[src/rtl/div_unit.sv]
// Multi-cycle radix-2 restoring divider for MIPS DIV/DIVU, driving the pipeline's divider-stall handshake.
// Optional build macro DIV_EARLY_TERM_EN: PREP jumps straight to FIX for divide-by-zero or |dividend| < |divisor|.
module div_unit #(
  parameter int WIDTH = 32
) (
  input  logic             clk,
  input  logic             resetn,
  input  logic             i_start,
  input  logic             i_signed,
  input  logic [WIDTH-1:0] i_dividend,
  input  logic [WIDTH-1:0] i_divisor,
  output logic             o_busy,
  output logic             o_done,
  output logic [WIDTH-1:0] o_lo,
  output logic [WIDTH-1:0] o_hi
);

  localparam int CW = $clog2(WIDTH + 1);
  localparam logic [CW-1:0] LAST_ITER = CW'(WIDTH - 1);

  typedef enum logic [2:0] {
    S_IDLE = 3'd0,
    S_PREP = 3'd1,
    S_ITER = 3'd2,
    S_FIX  = 3'd3,
    S_DONE = 3'd4
  } state_t;

  state_t           r_state;
  logic             r_signed;
  logic             r_dvd_neg;
  logic             r_dvs_neg;
  logic             r_dvz;
  logic [WIDTH-1:0] r_dvd_abs;
  logic [WIDTH-1:0] r_dvs_abs;
  logic [WIDTH-1:0] r_dvd_raw;
  logic [WIDTH-1:0] r_rem;
  logic [WIDTH-1:0] r_quo;
  logic [CW-1:0]    r_cnt;
  logic [WIDTH-1:0] r_lo;
  logic [WIDTH-1:0] r_hi;

  logic [WIDTH-1:0] w_dvd_abs;
  logic [WIDTH-1:0] w_dvs_abs;
  logic [WIDTH:0]   w_rem_sh;
  logic [WIDTH:0]   w_trial;
  logic             w_trial_ok;
  logic [WIDTH-1:0] w_q_fix;
  logic [WIDTH-1:0] w_r_fix;

  // Magnitudes only differ from the raw operands for negative signed inputs.
  assign w_dvd_abs = (i_signed && i_dividend[WIDTH-1]) ? -i_dividend : i_dividend;
  assign w_dvs_abs = (i_signed && i_divisor[WIDTH-1])  ? -i_divisor  : i_divisor;

  // One restoring step: shift the next dividend bit into the remainder, then trial subtract at WIDTH+1 bits.
  assign w_rem_sh   = {r_rem, r_quo[WIDTH-1]};
  assign w_trial    = w_rem_sh - {1'b0, r_dvs_abs};
  assign w_trial_ok = ~w_trial[WIDTH];

  // Quotient sign is the XOR of operand signs; the remainder follows the dividend.
  // 0x80000000 / -1 falls out of the negation as 0x80000000 with no special case.
  assign w_q_fix = (r_signed && (r_dvd_neg ^ r_dvs_neg)) ? -r_quo : r_quo;
  assign w_r_fix = (r_signed && r_dvd_neg) ? -r_rem : r_rem;

  always_ff @(posedge clk) begin
    if (!resetn) begin
      r_state   <= S_IDLE;
      r_signed  <= 1'b0;
      r_dvd_neg <= 1'b0;
      r_dvs_neg <= 1'b0;
      r_dvz     <= 1'b0;
      r_dvd_abs <= '0;
      r_dvs_abs <= '0;
      r_dvd_raw <= '0;
      r_rem     <= '0;
      r_quo     <= '0;
      r_cnt     <= '0;
      r_lo      <= '0;
      r_hi      <= '0;
    end else begin
      case (r_state)
        S_IDLE: begin
          if (i_start) begin
            r_signed  <= i_signed;
            r_dvd_neg <= i_dividend[WIDTH-1];
            r_dvs_neg <= i_divisor[WIDTH-1];
            r_dvz     <= (i_divisor == '0);
            r_dvd_abs <= w_dvd_abs;
            r_dvs_abs <= w_dvs_abs;
            r_dvd_raw <= i_dividend;
            r_state   <= S_PREP;
          end
        end

        S_PREP: begin
          r_cnt <= '0;
`ifdef DIV_EARLY_TERM_EN
          if (r_dvz || (r_dvd_abs < r_dvs_abs)) begin
            // Quotient is zero and the remainder is the whole dividend magnitude.
            r_rem   <= r_dvd_abs;
            r_quo   <= '0;
            r_state <= S_FIX;
          end else begin
            r_rem   <= '0;
            r_quo   <= r_dvd_abs;
            r_state <= S_ITER;
          end
`else
          r_rem   <= '0;
          r_quo   <= r_dvd_abs;
          r_state <= S_ITER;
`endif
        end

        S_ITER: begin
          if (w_trial_ok) begin
            r_rem <= w_trial[WIDTH-1:0];
            r_quo <= {r_quo[WIDTH-2:0], 1'b1};
          end else begin
            r_rem <= w_rem_sh[WIDTH-1:0];
            r_quo <= {r_quo[WIDTH-2:0], 1'b0};
          end
          r_cnt <= r_cnt + 1'b1;
          if (r_cnt == LAST_ITER) begin
            r_state <= S_FIX;
          end
        end

        S_FIX: begin
          if (r_dvz) begin
            r_lo <= '1;
            r_hi <= r_dvd_raw;
          end else begin
            r_lo <= w_q_fix;
            r_hi <= w_r_fix;
          end
          r_state <= S_DONE;
        end

        S_DONE: begin
          r_state <= S_IDLE;
        end

        default: begin
          r_state <= S_IDLE;
        end
      endcase
    end
  end

  assign o_busy = (r_state == S_PREP) || (r_state == S_ITER) || (r_state == S_FIX);
  assign o_done = (r_state == S_DONE);
  assign o_lo   = r_lo;
  assign o_hi   = r_hi;

endmodule

[config.mk]
export PLATFORM = sky130hd
export DESIGN_NAME = div_unit
export DESIGN_NICKNAME = d
export VERILOG_FILES = /design/src/rtl/div_unit.sv
export SDC_FILE = /design/constraint.sdc
export NUM_CORES = 1
export LEC_CHECK = 0
export ABC_CLOCK_PERIOD_IN_PS = 4600
export BUFFER_PORTS_ARGS = -buffer_cell sky130_fd_sc_hd__buf_4
export CELL_PAD_IN_SITES_DETAIL_PLACEMENT = 1
export CELL_PAD_IN_SITES_GLOBAL_PLACEMENT = 2
export CORE_MARGIN = 4
export CORE_UTILIZATION = 25
export DETAILED_ROUTE_END_ITERATION = 6
export PLACE_DENSITY_LB_ADDON = 0.25
export SLEW_MARGIN = 20
export SYNTH_ARGS = -nofsm -noshare
export SYNTH_HDL_FRONTEND = slang
export SYNTH_SLANG_ARGS = --single-unit
[constraint.sdc]
create_clock -name clk -period 4.6 [get_ports clk]
set_input_delay 0.23 -clock clk [delete_from_list [all_inputs] [get_ports clk]]
set_output_delay 0.23 -clock clk [all_outputs]
set_load 0.03 [all_outputs]
==> metrics.yaml, run 1 <==
outcome: "finished clean"
globalplace.congestion: 0.816
power_frac_seq_pct: 40.8
p_leak_nw: 5.89
max-cap-violations: 0
drcViolationCount: 0
numCtsBuffers: 29
synth_area_leaders: "dfxtp_1 (36%), a21oi_1 (8.1%), nand2_1 (7.9%)"
ant_nets: 0
dp_cells: 2402
fin_cells: 2498
pwr-share-clk_pct: 42.4
synth_area_um2: 12900
grt_setup_unrepaired: "false"
yosysSeqAreaShare_pct: 36.4
gr-usage-all-layers_pct: 15.8
synth_flop_cell: "dfxtp_1"
hold_viol: 0
synth_fa_ha_area_share_pct: 3.73
n_antenna_cell: 0
p_int_mw: 3.87
yosys.area_share.xor_xnor_pct: 9.68
grt_overflow: 0
grt_max_degree: 150
final.setup_skew_ns: 0.0141
p_switching_mw: 1.56
synth_edf_count: 0
cts_tree: "built"
fillers: 6164
cts.path.max_buffers: 3
muxShareOfSynthArea_pct: 1.79
tightest_slew_ns: 1.01
clk_latency_ns: 0.56
cts_setup_buffers: 0
cts-htree-levels: 1
hp-class: "in2reg"
maxSlewViolCount: 0
die_h_um: 235
worstHoldStart: "i_divisor[19]"
ys_types: 72
start_kind: "register"
yosys_warnings: 0
drt-initial-drc-count: 607
num_rows: 83
crit-reg2reg-launch: "r_quo[31]$_SDFFE_PN0N_"
synth-simple-area-share_pct: 18.8
antenna_found_initial: 0
powerDensity_nw_per_um2: 340
max_freq_mhz: 247
drive_gt1_share_pct: 12.8
holdWs_ns: 0.0329
arrival_ns: 4.52
synth_commonest_cells: "nand2_1 (273), dfxtp_1 (235), a21oi_1 (209), o21ai_0 (133), nor2_1 (127)"
post-place-ws_ns: 0.543
period_share_pct: 87.9
syn_to_final_growth_pct: 23.6
synth_seq_cells: 235
async_flop_share_pct: 0
critical_path.max_fanout: 22
synth_top_family_by_area: "compound AO/OA/AOI/OAI gates"
drtPass1Iterations: 5
synth_compound_area_share_pct: 24.9
p_total_mw: 5.44
wirelength_mm: 45.6
timing.final.ws_setup_ns: 0.558
ir_drop_v: 0.000240
switching_share_pct: 28.7
start_util_pct: 25.2
io_buffers: 133
avgRoutedWirePerCell_um: 18.3
finalSetupViolCount: 0
p_comb_share_pct: 16.8
clkSinkCount: 235
root_buffer: "clkbuf_16"
crit_path_end_kind: "register"
viasPerCell: 4.90
synth_top_cell_by_area: "dfxtp_1"
cp-startpoint: "r_quo[31]$_SDFFE_PN0N_"
grt_pass1_vias: 12400
netlist_instances: 1672
clkSlewWorstSetupHoldPaths_ns: 0.06
synth_top_area_share_pct: 36.4
io_pins: 134
tns_ns: 0
syn_area_per_cell_um2: 7.74
grt_pass1_wl_mm: 71.8
synth_fp_nets: 1778
period_needed_ns: 4.04
vias: 12200
fin_nets: 1902
critPathRequiredTime_ns: 5.08
post_cts_resized: 0
die_w_um: 235
synth.most_common_cell: "nand2_1"
core-area_um2: 51300
slew_headroom_pct: 32.4
critical_path_class: "reg2reg"
die-area_um2: 55400
hpwlAfterDp_mm: 33.4
-- path summary, 6_finish.rpt --
kind	depth (start not counted)	to	slack [ns]
worst min register to register	2	r_dvd_raw[23]$_SDFFE_PN0P_	0.46
worst max register to register	13	r_rem[5]$_SDFFE_PN0N_	0.56
worst max-delay path	13	r_rem[5]$_SDFFE_PN0N_	0.56
worst min-delay path	3	r_dvs_abs[19]$_SDFFE_PN0P_	0.03
-- cell usage in the layout, fill, tap and decap left out, types with 18 or more instances in the layout --
master         Yosys  layout
a211oi_1          44      44
a21oi_1          209     209
a22oi_1           33      33
buf_4              0     148
clkbuf_16          0      29
dfxtp_1          235     234
dlygate4sd3_1      0      43
ha_1              37      37
inv_1             57      56
mux2i_1           22      22
nand2_1          273     273
nand3_1           18      18
nor2_1           127     125
nor3_1            31      29
o21ai_0          133     133
o31ai_1           21      21
xnor2_1           79      79
xor2_1            59      59
-- stage by stage --
step | utilization [%] | instance area [µm²]
floorplan | - | 12900
global placement | 28.4 | 14600
detailed placement | 28.4 | 14600
CTS | 31.1 | 16000
global route | 31.2 | 16000
finish | 31.2 | 16000
-- cell families (layout without fill, tap and decap cells) --
logic type,count (synthesis),after routing
and+or+nand+nor,543,543
AOI/OAI and AO/OA,534,534
DFF,235,235
buffers and inverters,159,305
xor gates and xnor gates,140,140
adders and majority gates,38,38
muxes,23,23
-- critical path, cell delays in order (launching register included) --
cell       delay, ns
dfxtp_1         0.37
inv_1           0.08
ha_1            0.21
fa_1            0.40
nand2b_1        0.19
a211oi_2        0.33
o2111ai_1       0.25
a2111oi_2       0.51
nor2_1          0.15
o31a_1          0.45
xnor2_4         0.31
buf_12          0.24
mux2_2          0.35
o21ai_1         0.10
-- registers in the layout, summed over array words and instances, names as in the netlist --
signal,cells
o_hi,32
o_lo,32
r_dvd_abs,32
r_dvs_abs,32
r_quo,32
r_rem,32
r_dvd_raw,30
r_cnt,6
r_state,3
r_dvd_neg,1
r_dvs_neg,1
r_dvz,1
r_signed,1
-- layer usage --
metal	track usage, %	share of wire [%]	routed length [µm]
met2	26.3	46	21100
met1	22.1	49	22200
met4	3.79	2.2	981
met5	0	0	0
met3	1.80	3.0	1350
-- power by group through the flow --
stage | clock (mW) | sequential [mW] | combinational [mW]
3_3_place_gp | 0 | 2.26 | 0.883
5_1_grt | 2.47 | 2.23 | 1.02
4_1_cts | 2.39 | 2.22 | 0.922
3_5_place_dp | 0 | 2.26 | 0.888
2_1_floorplan | 0 | 2.25 | 0.573
6_report | 2.31 | 2.22 | 0.914
-- timing repair --
action,CTS,global route
hold endpoints to repair,56,0
hold buffers,43,0
setup endpoints to repair,0,0
-- area by class of cell --
| cell class | instances | area, µm² | share of cell area, % |
|---|---|---|---|
| multi-input cells | 1278 | 7650 | 47.9 |
| flip-flops and latches | 235 | 4710 | 29.4 |
| repair buffers | 194 | 1590 | 9.96 |
| clock buffers | 43 | 858 | 5.37 |
| well taps | 680 | 851 | 5.32 |
| inverters | 58 | 220 | 1.38 |
| clock inverters | 10 | 104 | 0.650 |
Power figures use the tool's default switching activity.
==> run 2, diff against run 1 <==
Settings changed: CELL_PAD_IN_SITES_DETAIL_PLACEMENT 1 to unset, CELL_PAD_IN_SITES_GLOBAL_PLACEMENT 2 to unset.
==> run 2 against run 1 <==
- first-iteration DRC count increased by 28%
- count of clock-buffer cells in the layout decreased by 4
- global-route usage decreased by 1.5 points
- sequential power about the same
- largest cell class unchanged
- total power decreased by 4.3%
- critical path depth unchanged
- worst hold slack got worse by 0.010 ns
- routed wire length decreased by 9.0%
==> metrics.yaml, run 2 (synthesized netlist as in run 1, its figures left out) <==
cts_tree: "built"
period_needed_ns: 3.90  # -0.147 ns
cts.path.max_buffers: 3  # unchanged
reg2reg_slack_ns: 0.70  # +0.15 ns
min_path_cells: 3  # unchanged
io_buffers: 133  # unchanged
clkSlewWorstSetupHoldPaths_ns: 0.06  # about the same
die_h_um: 235  # unchanged
crit_path_end_kind: "register"
arrival_ns: 4.38  # -0.14 ns
max_freq_mhz: 257  # +3.8%
gr-usage-all-layers_pct: 14.3  # -1.5 points
fillers: 5545  # -10%
final_cell_mix: "nand2_1 (273), dfxtp_1 (234), a21oi_1 (209), buf_4 (148), o21ai_0 (133)"
clkSinkCount: 235  # unchanged
hpwlAfterDp_mm: 30.8  # -7.8%
hp-class: "in2reg"
tns_ns: 0  # unchanged
critPathRequiredTime_ns: 5.08  # about the same
critical_path_class: "reg2reg"
reg2reg_depth: 13  # unchanged
start_util_pct: 25.2  # unchanged
viasPerCell: 4.86  # -0.79%
vias: 12100  # -1.2%
outcome: "finished clean"
finalSetupViolCount: 0  # unchanged
post-place-ws_ns: 0.707  # +0.164 ns
numCtsBuffers: 27  # -6.9%
clk_latency_ns: 0.56  # about the same
ir_drop_v: 0.000219  # -9.1%
globalplace.congestion: 0.827  # +1.3%
grt_overflow: 0  # unchanged
reg2reg_to: "r_rem[5]$_SDFFE_PN0N_"
final.setup_skew_ns: 0.0125  # -0.00161 ns
max-cap-violations: 0  # unchanged
worstHoldStart: "i_dividend[17]"
grt_setup_unrepaired: "false"
drcViolationCount: 0  # unchanged
critical_path.max_fanout: 12  # -45%
n_antenna_cell: 0  # unchanged
crit-reg2reg-launch: "r_quo[31]$_SDFFE_PN0N_"
avgRoutedWirePerCell_um: 16.7  # -8.6%
drtPass1Iterations: 5  # unchanged
fin_nets: 1896  # -0.32%
tightest_slew_ns: 1.12  # +0.110 ns
cts-htree-levels: 1  # unchanged
root_buffer: "clkbuf_16"
antenna_found_initial: 0  # unchanged
hold_viol: 0  # unchanged
syn_to_final_growth_pct: 22.4
maxSlewViolCount: 0  # unchanged
period_share_pct: 84.7  # -3.2 points
powerDensity_nw_per_um2: 329  # -3.3%
drt-initial-drc-count: 779  # +28%
grt_pass1_wl_mm: 65.5  # -8.7%
drive_gt1_share_pct: 12.3  # -0.42 points
ant_nets: 0  # unchanged
grt_max_degree: 150  # unchanged
slew_headroom_pct: 25.2  # -7.2 points
wirelength_mm: 41.5  # -9.0%
num_rows: 83  # unchanged
holdPathEnd: "r_dvd_raw[17]$_SDFFE_PN0P_"
core-area_um2: 51300  # unchanged
io_pins: 134  # unchanged
final_common_cell: "nand2_1"
start_kind: "register"
p_leak_nw: 5.81  # -1.4%
timing.final.ws_setup_ns: 0.704  # +0.147 ns
die_w_um: 235  # unchanged
die-area_um2: 55400  # unchanged
grt_pass1_vias: 11600  # -7.0%
## run 2: timing repair
action	CTS	global route
buffers inserted	0	0
hold endpoints to repair	55	0
hold buffers	40	0
endpoints found under the setup margin	0	0
resized for setup	0	0
## run 2: layout make-up
cell class / instances / area [µm²] / share of cell area, %
well taps: 680 / 851 / 5.37
multi-input cells: 1278 / 7640 / 48.3
clock buffers: 39 / 781 / 4.93
repair buffers: 190 / 1550 / 9.80
flip-flops and latches: 235 / 4710 / 29.7
inverters: 58 / 220 / 1.39
clock inverters: 7 / 77.6 / 0.490
## run 2: critical path, cell delays in order, from the launching register on
cell       delay, ns
dfxtp_1         0.36
inv_1           0.08
ha_1            0.21
fa_1            0.40
nand2b_1        0.19
a211oi_2        0.31
o2111ai_1       0.23
a2111oi_2       0.54
nor2_1          0.15
o31a_1          0.45
xnor2_4         0.17
buf_4           0.24
mux2_2          0.36
o21ai_1         0.10
## run 2: through the flow
step	util, %	cells	cell area [µm²]	hold slack [ns]	total power [mW]
3_5_place_dp	28.4	2401	14600	0.448	3.12
6_report	30.9	2487	15800	0.0226	5.20
5_1_grt	30.9	2487	15800	0.0195	5.47
2_1_floorplan	-	1672	12900	0.366	2.82
3_3_place_gp	28.4	2400	14600	0.443	3.11
4_1_cts	30.9	2487	15800	0.00233	5.28
## run 2: power by group
group	switching, mW	internal [mW]
Clock	0.875	1.23
Combinational	0.550	0.332
Sequential	0.0743	2.14
Total	1.50	3.70
## run 2: worst max path at each step
stage,startpoint,endpoint,slack (ns),cells after the start
final,r_quo[31]$_SDFFE_PN0N_,r_rem[5]$_SDFFE_PN0N_,0.70,13
after detailed placement,r_quo[31]$_SDFFE_PN0N_,r_rem[5]$_SDFFE_PN0N_,0.71,13
after CTS,r_quo[31]$_SDFFE_PN0N_,r_rem[5]$_SDFFE_PN0N_,0.68,13
after floorplan,r_quo[31]$_SDFFE_PN0N_,r_rem[9]$_SDFFE_PN0N_,1.22,13
after global routing,r_quo[31]$_SDFFE_PN0N_,r_rem[5]$_SDFFE_PN0N_,0.39,13
after global placement,r_quo[31]$_SDFFE_PN0N_,r_rem[5]$_SDFFE_PN0N_,0.80,13
## run 2: metal layers
layer	wire length, µm	vias to the layer above	global-route usage (%)
met5	0	-	0
met4	1180	0	4.47
met3	1710	57	1.58
met2	19300	245	23.8
met1	19400	5679	19.6
li1	-	6115	-
